File: src/rtl/led_anim_pkg.sv
// Shared types for the LED animation front panel: mode encodings, mode bus type
// and the per-button press state machine encoding.
package led_anim_pkg;

    localparam int unsigned MODE_W = 2;

    typedef logic [MODE_W-1:0] mode_t;

    typedef enum logic [MODE_W-1:0] {
        MODE_SHIFT     = 2'd0,
        MODE_BAR       = 2'd1,
        MODE_PWM_CHAIN = 2'd2,
        MODE_RSVD      = 2'd3
    } mode_enc_e;

    typedef enum logic [1:0] {
        PRESS_IDLE   = 2'd0,
        PRESS_HELD   = 2'd1,
        PRESS_REPEAT = 2'd2
    } press_state_t;

endpackage

File: src/rtl/btn_conditioner.sv
// One pushbutton: 2-flop synchronizer, run-length debounce and a press FSM that
// emits a step on the debounced rise, after the hold time, and then periodically.
module btn_conditioner
    import led_anim_pkg::*;
#(
    parameter int unsigned DEB_CYCLES    = 20,
    parameter int unsigned HOLD_CYCLES   = 2000,
    parameter int unsigned REPEAT_CYCLES = 500
) (
    input  logic clk,
    input  logic rst_n,
    input  logic raw,
    output logic level,
    output logic step
);

    localparam int unsigned DEB_W  = $clog2(DEB_CYCLES + 1);
    localparam int unsigned HOLD_W = $clog2(HOLD_CYCLES + 1);
    localparam int unsigned REP_W  = $clog2(REPEAT_CYCLES + 1);
    localparam int unsigned TMR_W  = (HOLD_W > REP_W) ? HOLD_W : REP_W;

    localparam logic [DEB_W-1:0] DEB_LAST  = DEB_W'(DEB_CYCLES - 1);
    localparam logic [TMR_W-1:0] HOLD_LAST = TMR_W'(HOLD_CYCLES - 1);
    localparam logic [TMR_W-1:0] REP_LAST  = TMR_W'(REPEAT_CYCLES - 1);

    logic [1:0]       sync_q;
    logic             level_q, level_d;
    logic [DEB_W-1:0] deb_cnt_q, deb_cnt_d;
    logic [TMR_W-1:0] tmr_q, tmr_d;
    logic             step_q, step_d;
    logic             rise, fall;
    press_state_t     state_q, state_d;

    // State register: synchronizer, debounce, press FSM and its timer
    always_ff @(posedge clk or negedge rst_n) begin
        if (!rst_n) begin
            sync_q    <= 2'b00;
            level_q   <= 1'b0;
            deb_cnt_q <= '0;
            tmr_q     <= '0;
            step_q    <= 1'b0;
            state_q   <= PRESS_IDLE;
        end else begin
            sync_q    <= {sync_q[0], raw};
            level_q   <= level_d;
            deb_cnt_q <= deb_cnt_d;
            tmr_q     <= tmr_d;
            step_q    <= step_d;
            state_q   <= state_d;
        end
    end

    // Next-state logic; the step is registered on the same edge the level rises
    always_comb begin
        level_d   = level_q;
        deb_cnt_d = '0;
        tmr_d     = tmr_q;
        step_d    = 1'b0;
        state_d   = state_q;

        if (sync_q[1] != level_q) begin
            if (deb_cnt_q == DEB_LAST) begin
                level_d = ~level_q;
            end else begin
                deb_cnt_d = deb_cnt_q + DEB_W'(1);
            end
        end

        rise = level_d & ~level_q;
        fall = ~level_d & level_q;

        case (state_q)
            PRESS_IDLE: begin
                if (rise) begin
                    state_d = PRESS_HELD;
                    step_d  = 1'b1;
                    tmr_d   = '0;
                end
            end
            PRESS_HELD: begin
                if (fall) begin
                    state_d = PRESS_IDLE;
                    tmr_d   = '0;
                end else if (tmr_q == HOLD_LAST) begin
                    state_d = PRESS_REPEAT;
                    step_d  = 1'b1;
                    tmr_d   = '0;
                end else begin
                    tmr_d = tmr_q + TMR_W'(1);
                end
            end
            PRESS_REPEAT: begin
                if (fall) begin
                    state_d = PRESS_IDLE;
                    tmr_d   = '0;
                end else if (tmr_q == REP_LAST) begin
                    step_d = 1'b1;
                    tmr_d  = '0;
                end else begin
                    tmr_d = tmr_q + TMR_W'(1);
                end
            end
            default: begin
                state_d = PRESS_IDLE;
                tmr_d   = '0;
            end
        endcase
    end

    assign level = level_q;
    assign step  = step_q;

endmodule

File: src/rtl/led_mode_selector.sv
// Front-panel mode selector: two conditioned buttons step a wrapping mode
// register, gated by lock, with a one-cycle strobe on every real change.
module led_mode_selector
    import led_anim_pkg::*;
#(
    parameter int unsigned DEB_CYCLES    = 20,
    parameter int unsigned HOLD_CYCLES   = 2000,
    parameter int unsigned REPEAT_CYCLES = 500,
    parameter int unsigned NUM_MODES     = 3
) (
    input  logic        clk,
    input  logic        rst_n,
    input  logic        btn_next,
    input  logic        btn_prev,
    input  logic        lock,
    output logic [1:0]  mode,
    output logic        mode_chg,
    output logic [1:0]  btn_level
);

    localparam mode_t MODE_LAST = MODE_W'(NUM_MODES - 1);

    logic  level_next, level_prev;
    logic  step_next, step_prev;
    mode_t mode_d;
    logic  chg_d;

    btn_conditioner #(
        .DEB_CYCLES    (DEB_CYCLES),
        .HOLD_CYCLES   (HOLD_CYCLES),
        .REPEAT_CYCLES (REPEAT_CYCLES)
    ) u_next (
        .clk   (clk),
        .rst_n (rst_n),
        .raw   (btn_next),
        .level (level_next),
        .step  (step_next)
    );

    btn_conditioner #(
        .DEB_CYCLES    (DEB_CYCLES),
        .HOLD_CYCLES   (HOLD_CYCLES),
        .REPEAT_CYCLES (REPEAT_CYCLES)
    ) u_prev (
        .clk   (clk),
        .rst_n (rst_n),
        .raw   (btn_prev),
        .level (level_prev),
        .step  (step_prev)
    );

    // Coincident next/prev steps cancel; locked steps are dropped outright
    always_comb begin
        mode_d = mode;
        chg_d  = 1'b0;
        if (!lock && (step_next ^ step_prev)) begin
            if (step_next) begin
                mode_d = (mode == MODE_LAST) ? mode_t'(MODE_SHIFT) : mode + mode_t'(1);
            end else begin
                mode_d = (mode == mode_t'(MODE_SHIFT)) ? MODE_LAST : mode - mode_t'(1);
            end
            chg_d = (mode_d != mode);
        end
    end

    always_ff @(posedge clk or negedge rst_n) begin
        if (!rst_n) begin
            mode     <= mode_t'(MODE_SHIFT);
            mode_chg <= 1'b0;
        end else begin
            mode     <= mode_d;
            mode_chg <= chg_d;
        end
    end

    assign btn_level = {level_prev, level_next};

endmodule

File: config.mk
export PLATFORM = sky130hd
export DESIGN_NAME = led_mode_selector
export DESIGN_NICKNAME = d
export VERILOG_FILES = /design/src/rtl/led_anim_pkg.sv /design/src/rtl/btn_conditioner.sv /design/src/rtl/led_mode_selector.sv
export SDC_FILE = /design/constraint.sdc
export NUM_CORES = 1
export LEC_CHECK = 0
export CAP_MARGIN = 15
export CORE_MARGIN = 3
export CORE_UTILIZATION = 45
export CTS_CLUSTER_DIAMETER = 30
export DETAILED_ROUTE_END_ITERATION = 10
export PLACE_DENSITY_LB_ADDON = 0.05
export SKIP_CTS_REPAIR_TIMING = 1
export SLEW_MARGIN = 20
export SYNTH_ARGS = -nofsm -noshare
export SYNTH_HDL_FRONTEND = slang
export SYNTH_SLANG_ARGS = --single-unit
export TNS_END_PERCENT = 50
File: constraint.sdc
create_clock -name clk -period 2.2 [get_ports clk]
set_clock_uncertainty 0.15 [all_clocks]
set_input_delay 0.55 -clock clk [delete_from_list [all_inputs] [get_ports clk]]
set_output_delay 0.55 -clock clk [all_outputs]
set_load 0.1 [all_outputs]
After elaboration in Yosys (flattened, before gate mapping):

Cells that the tools add are included.

* flip-flop bits (word level): 47
* input bits: 5
* output and inout port bits: 5
* word-level logic and storage cells: 103

* add/subtract/negate cells: 6
* eq/ne operators: 20
* mux-type cells: 47
* bitwise logic cells: 9
* reduce and logical (&&, ||, !) cells: 7

Operators with widths (count)
* two-way mux 11 bit: 10
* case mux 11 bit (3 select lines): 2
* two-way mux 2 bit: 12
* adder 11 x 1 -> 11 bit, second input constant: 2
* equality test 11 bit, second input constant: 2
* equality test 11 x 9 -> 1 bit, second input constant: 2
* two-way mux 5 bit: 4
* two-way mux 1 bit: 15
* case mux 2 bit (3 select lines): 2
* adder 5 x 1 -> 5 bit, second input constant: 2
* equality test 5 bit, second input constant: 2
* != test 2 x 1 -> 1 bit, second input constant: 4
* equality test 2 bit, second input constant: 3
* logical NOT 2 bit: 3
* != test 3 x 1 -> 1 bit, second input constant: 2
* case mux 1 bit (3 select lines): 2
* AND reduction 3 bit: 2
* AND 1 bit: 4
* equality test 2 x 1 -> 1 bit, second input constant: 2
* inverter 1 bit: 4
* adder 2 x 1 -> 2 bit, second input constant: 1
* != test 1 bit: 2
* != test 2 bit: 1
* subtractor 2 x 1 -> 2 bit, second input constant: 1
* other kinds (3): 3

Depth between registers and ports, before layout:

* depth in word-level cells: 7
* gate-level depth with buffers: 8
* mapped depth without buffers: 7

Cells and area by module:

From an unflattened synthesis, not the netlist that was laid out.

* cells, all modules: 311
* area, all modules: 3121.7 um^2

Modules (own cells, without submodules)
* btn_conditioner: instances 2, cells an instance 140, area each 1416.4 um^2
* led_mode_selector: instances 1, cells an instance 31, area each 289.0 um^2

Least setup slack after synthesis:

No wires, ideal clock.

* kind: reg-to-reg
* start: register mode[0]
* end: register mode_chg
* setup time: 0.125 ns
* data arrival time: 2.105 ns
* required time: 1.925 ns
* path slack: -0.180 ns
* stages on the path, launching flop included: 6
* path buffers: 0
* period minus slack after synthesis: 2.380 ns
* path through: dfrtp_1 > inv_1 > ha_1 > mux2i_1 > xnor2_1 > a2111oi_0

* cells in the longest elaborated chain, start to end: 6

Ends and longest elaborated chain
* start, declared: RTL line led_mode_selector.sv:16 `output logic [1:0] mode,`
* start signal, assigned: RTL line led_mode_selector.sv:68 `mode <= mode_t'(MODE_SHIFT);`
* start signal, assigned: RTL line led_mode_selector.sv:71 `mode <= mode_d;`
* subtractor 2 x 1 -> 2 bit (tied with other cells): RTL line led_mode_selector.sv:60 `mode_d = (mode == mode_t'(MODE_SHIFT)) ? MODE_LAST : mode - mode_t'(1);`
* two-way mux 2 bit (on tied branches): RTL line led_mode_selector.sv:60, led_mode_selector.sv:58
* two-way mux 2 bit: RTL line led_mode_selector.sv:57 `if (step_next) begin`
* two-way mux 2 bit: RTL line led_mode_selector.sv:56 `if (!lock && (step_next ^ step_prev)) begin`
* != test 2 bit *: RTL line led_mode_selector.sv:62 `chg_d = (mode_d != mode);`
* two-way mux 1 bit *: RTL line led_mode_selector.sv:56
* net chg_d: RTL line led_mode_selector.sv:26 `logic chg_d;`
* end signal, assigned: RTL line led_mode_selector.sv:72 `mode_chg <= chg_d;`
* end, declared: RTL line led_mode_selector.sv:17 `output logic mode_chg,`

Mark *: on every way through the listed nets, which the timed path passes. The rest lies on a longest branch. The select of a mux whose other input is x is not followed.
A chain may end at the register's enable or synchronous reset.

Final worst setup path:

* start: register u_next.deb_cnt_q[0]
* end: register u_next.tmr_q[7]

* cells in the longest elaborated chain, start to end: 7

Ends and longest elaborated chain
* start, declared: RTL line btn_conditioner.sv:28 `logic [DEB_W-1:0] deb_cnt_q, deb_cnt_d;`
* start signal, assigned: RTL line btn_conditioner.sv:46 `deb_cnt_q <= deb_cnt_d;`
* equality test 5 bit *: RTL line btn_conditioner.sv:62 `if (deb_cnt_q == DEB_LAST) begin`
* two-way mux 1 bit *: RTL line btn_conditioner.sv:62
* two-way mux 1 bit *: RTL line btn_conditioner.sv:61 `if (sync_q[1] != level_q) begin`
* inverter 1 bit: RTL line btn_conditioner.sv:70 `fall = ~level_d & level_q;`
* AND 1 bit: RTL line btn_conditioner.sv:70
* two-way mux 11 bit (on tied branches): RTL line btn_conditioner.sv:93, btn_conditioner.sv:81
* case mux 11 bit (3 select lines): RTL line btn_conditioner.sv:72 `case (state_q)`
* end signal, assigned: RTL line btn_conditioner.sv:47 `tmr_q <= tmr_d;`
* end, declared: RTL line btn_conditioner.sv:29 `logic [TMR_W-1:0] tmr_q, tmr_d;`

Mark *: on every way between the ends. The rest lies on a longest branch, timed or not.

==> flow_summary_export.csv <==
group,metric,value,unit
place,place_area,2980,µm²
place,numPortBuffers,9,
pwr,ir_drop,0.4622,mV
worst_setup_path,cp_max_fo,7,
grt,grt_start_max_net_pins,36,
cts,cts_root_buf,"clkbuf_8",
logic_synthesis,synth_ff_type,"dfrtp_1",
worst_setup_path,rrSetupSlack,0.07,ns
worst_setup_path,reg2reg_from,"u_next.deb_cnt_q[0]",
logic_synthesis,syn-num-nets,306,
worst_setup_path,reg2reg_to,"u_next.tmr_q[7]",
timing,clock.fmax,468.7,MHz
cts,clockBufferDepth,2,
grt,grt_use_met1,25.11,%
grt,grt_overflow_total,0,
min_path,whs_path_depth,0,
cts,cts_tree,"yes",
logic_synthesis,synth_edf_count,0,
min_path,hold_path_class,"reg2reg",
cts,insertion_delay,0.30,ns
grt,busiest_layer,"met1",
worst_setup_path,crit_path_start_kind,"register",
place,routabilityCongestion,0.8825,
worst_setup_path,path_class,"reg2reg",
routing,wirelength,5.457,mm
logic_synthesis,ys_warn_count,0,
timing,report.final.setup_viol,0,
min_path,holdPathEnd,"u_next.sync_q[1]",
grt,grt_pass1_wl,9.666,mm
routing,dr_total_vias,2122,
timing,drv_slew,0,
grt,antenna_found_initial,0,
timing,hold-worst-slack,0.2219,ns
timing,period_share,96.98,%
die,core_area,5608,µm²
final_layout,synthToLayoutAreaGrowth,18.95,%
routing,postRouteAntennaNets,0,
logic_synthesis,postSynthAreaPerCell,9.327,µm²
worst_setup_path,slowest_delay,0.47,ns
routing,post_drt_via_cell_ratio,5.483,
pwr,power.total,1.719,mW
routing,drc,0,
final_layout,final_cell_mix,"45 x dfrtp_1, 32 x nand2_1, 21 x nor2_1",
logic_synthesis,seq_area_frac_synth,44.09,%
grt,grt_pass1_vias,2037,
final_layout,final_common_cell,"dfrtp_1",
final_layout,final_area,3173,µm²
die,die_y,82.99,µm
routing,wire_per_inst,14.10,µm
worst_setup_path,rr_worst_depth,6,
worst_setup_path,arrival,2.22,ns
grt,grtUsageTotal,16.72,%
final_layout,antenna_cells,0,
cts,path_clk_slew,0.09,ns
logic_synthesis,ys_ff_latch,47,
die,die_area,6887,µm²
pwr,leakagePower,1.372,nW
worst_setup_path,crit_chain,"ha_4 -> or4bb_4 -> o31a_1 -> nor2_2 -> buf_6 -> a22o_1",
place,hpwl,3.853,mm
timing,period_minus_slack,2.134,ns
pwr,powerDensity,541.8,nW/µm²
final_layout,nets,334,
timing,slew_headroom,62.87,%
cts,numCtsBuffers,5,
timing,max_slew.worst_pin.slew,0.5512,ns
routing,drt-initial-drc-count,89,
routing,firstDrtPassIters,4,
timing,hold_viol,0,
die,die_w,82.99,µm
logic_synthesis,synth_cell_type_count,52,
logic_synthesis,syn_inst,286,
min_path,hold_start,"u_next.sync_q[0]",
die,rows,27,
die,io_pins,10,
cts,h-tree-depth,2,
worst_setup_path,required,2.29,ns
logic_synthesis,ys_async_sr_fraction,100.0,%
run_status,outcome,"complete, no violations",
grt,globalRouteMet3Util,3.075,%
final_layout,final_layout_size_suffix_gt1_share,16.19,%
grt,use_met2,24.64,%
logic_synthesis,syn_area,2668,µm²
worst_setup_path,cp_slowest_cell,"or4bb_4",
die,initial_core_util,47.57,%
cts,clock_sinks,47,
worst_setup_path,end_kind,"register",
flow_run,maxCapViolCount,0,
==> metrics by stage <==
stage / cells / setup TNS (ns) / worst slack (ns) / utilization [%]
detailed placement: 376 / 0 / 0.07947 / 53.15
floorplan: 286 / 0 / 0.1608 / -
global route: 387 / -0.06031 / -0.02831 / 56.58
finish: 387 / 0 / 0.06647 / 56.58
global placement: 376 / 0 / 0.08874 / 53.15
CTS: 384 / 0 / 0.04582 / 55.58
==> Yosys cell counts (all sizes together), types with 2 or more instances <==
cell    count  area (µm²)
buf         4       31.27
dfrtp      47        1176
clkbuf      5       18.77
nor3b       3       22.52
nor2       22       85.09
xnor2       4       35.03
and3        7       43.79
a22o        7       61.31
a31oi       7       43.79
o311ai      5       43.80
a21oi       4       20.02
or2         3       18.77
nand2b      3       18.77
mux2i       4       40.04
nor2b       5       31.28
nor3        6       30.03
nand3      18       90.09
a21boi      2       15.02
and4bb      2       25.02
o211ai      2       20.02
inv        18       67.56
o22ai       7       50.05
nor4        2       12.51
nand4       8       50.05
xor2        5       43.79
ha         15       187.7
nand2      32       120.1
o21ai      23       115.1
==> metal layers <==
layer  up-vias  share of wire [%]
li1       1083                  -
met1      1010                 54
met2        24                 42
met3         5                3.0
met4         0               0.86
met5         -                  0
==> registers in the layout, indices dropped and copies added (netlist names), 2 cells and up <==
register          count
u_prev.tmr_q         11
u_prev.deb_cnt_q      5
u_next.deb_cnt_q      5
mode                  2
u_next.tmr_q         11
u_next.sync_q         2
u_next.state_q        2
u_prev.state_q        2
u_prev.sync_q         2
==> critical path, delay by kind of cell, from the launching register on <==
kind                       cells  cell delay [ns]
AOI/OAI and AO/OA              2             0.55
adders and majority gates      1             0.17
buffers and inverters          1             0.14
DFF                            1             0.42
and+or+nand+nor                2             0.63
==> how the worst max path moves through the flow <==
stage,endpoint,slack (ns),startpoint
5_1_grt,u_prev.tmr_q[4],-0.03,u_prev.tmr_q[0]
2_1_floorplan,mode_chg,0.16,mode[0]
3_5_place_dp,u_next.tmr_q[7],0.08,u_next.deb_cnt_q[0]
4_1_cts,u_next.tmr_q[7],0.05,u_next.deb_cnt_q[0]
3_3_place_gp,u_next.tmr_q[7],0.09,u_next.deb_cnt_q[0]
6_report,u_next.tmr_q[7],0.07,u_next.deb_cnt_q[0]
==> power breakdown <==
part	internal (mW)	leakage [nW]	total, mW	switching, mW
sequential	0.877	0.638	0.890	0.0132
combinational	0.0324	0.670	0.0757	0.0432
clock	0.453	0.0644	0.754	0.300
total	1.36	1.37	1.72	0.357
==> kinds of logic after synthesis <==
group | after synthesis | share of synthesized area, %
and+or+nand+nor | 117 | 22.80
AOI/OAI and AO/OA | 66 | 16.79
DFF | 47 | 44.09
buffers and inverters | 27 | 4.409
adders and majority gates | 15 | 7.036
xor gates and xnor gates | 9 | 2.955
muxes | 5 | 1.923
==> area by class of cell <==
cell class	instances	area, µm²
sequential	47	1179
timing repair buffer	30	299.0
clock buffer	5	68.82
tap	72	90.09
clock inverter	3	67.56
multi-input combinational	212	1401
inverter	18	67.56
fill	492	2435
Note: power is estimated with default switching activity, not from simulation.
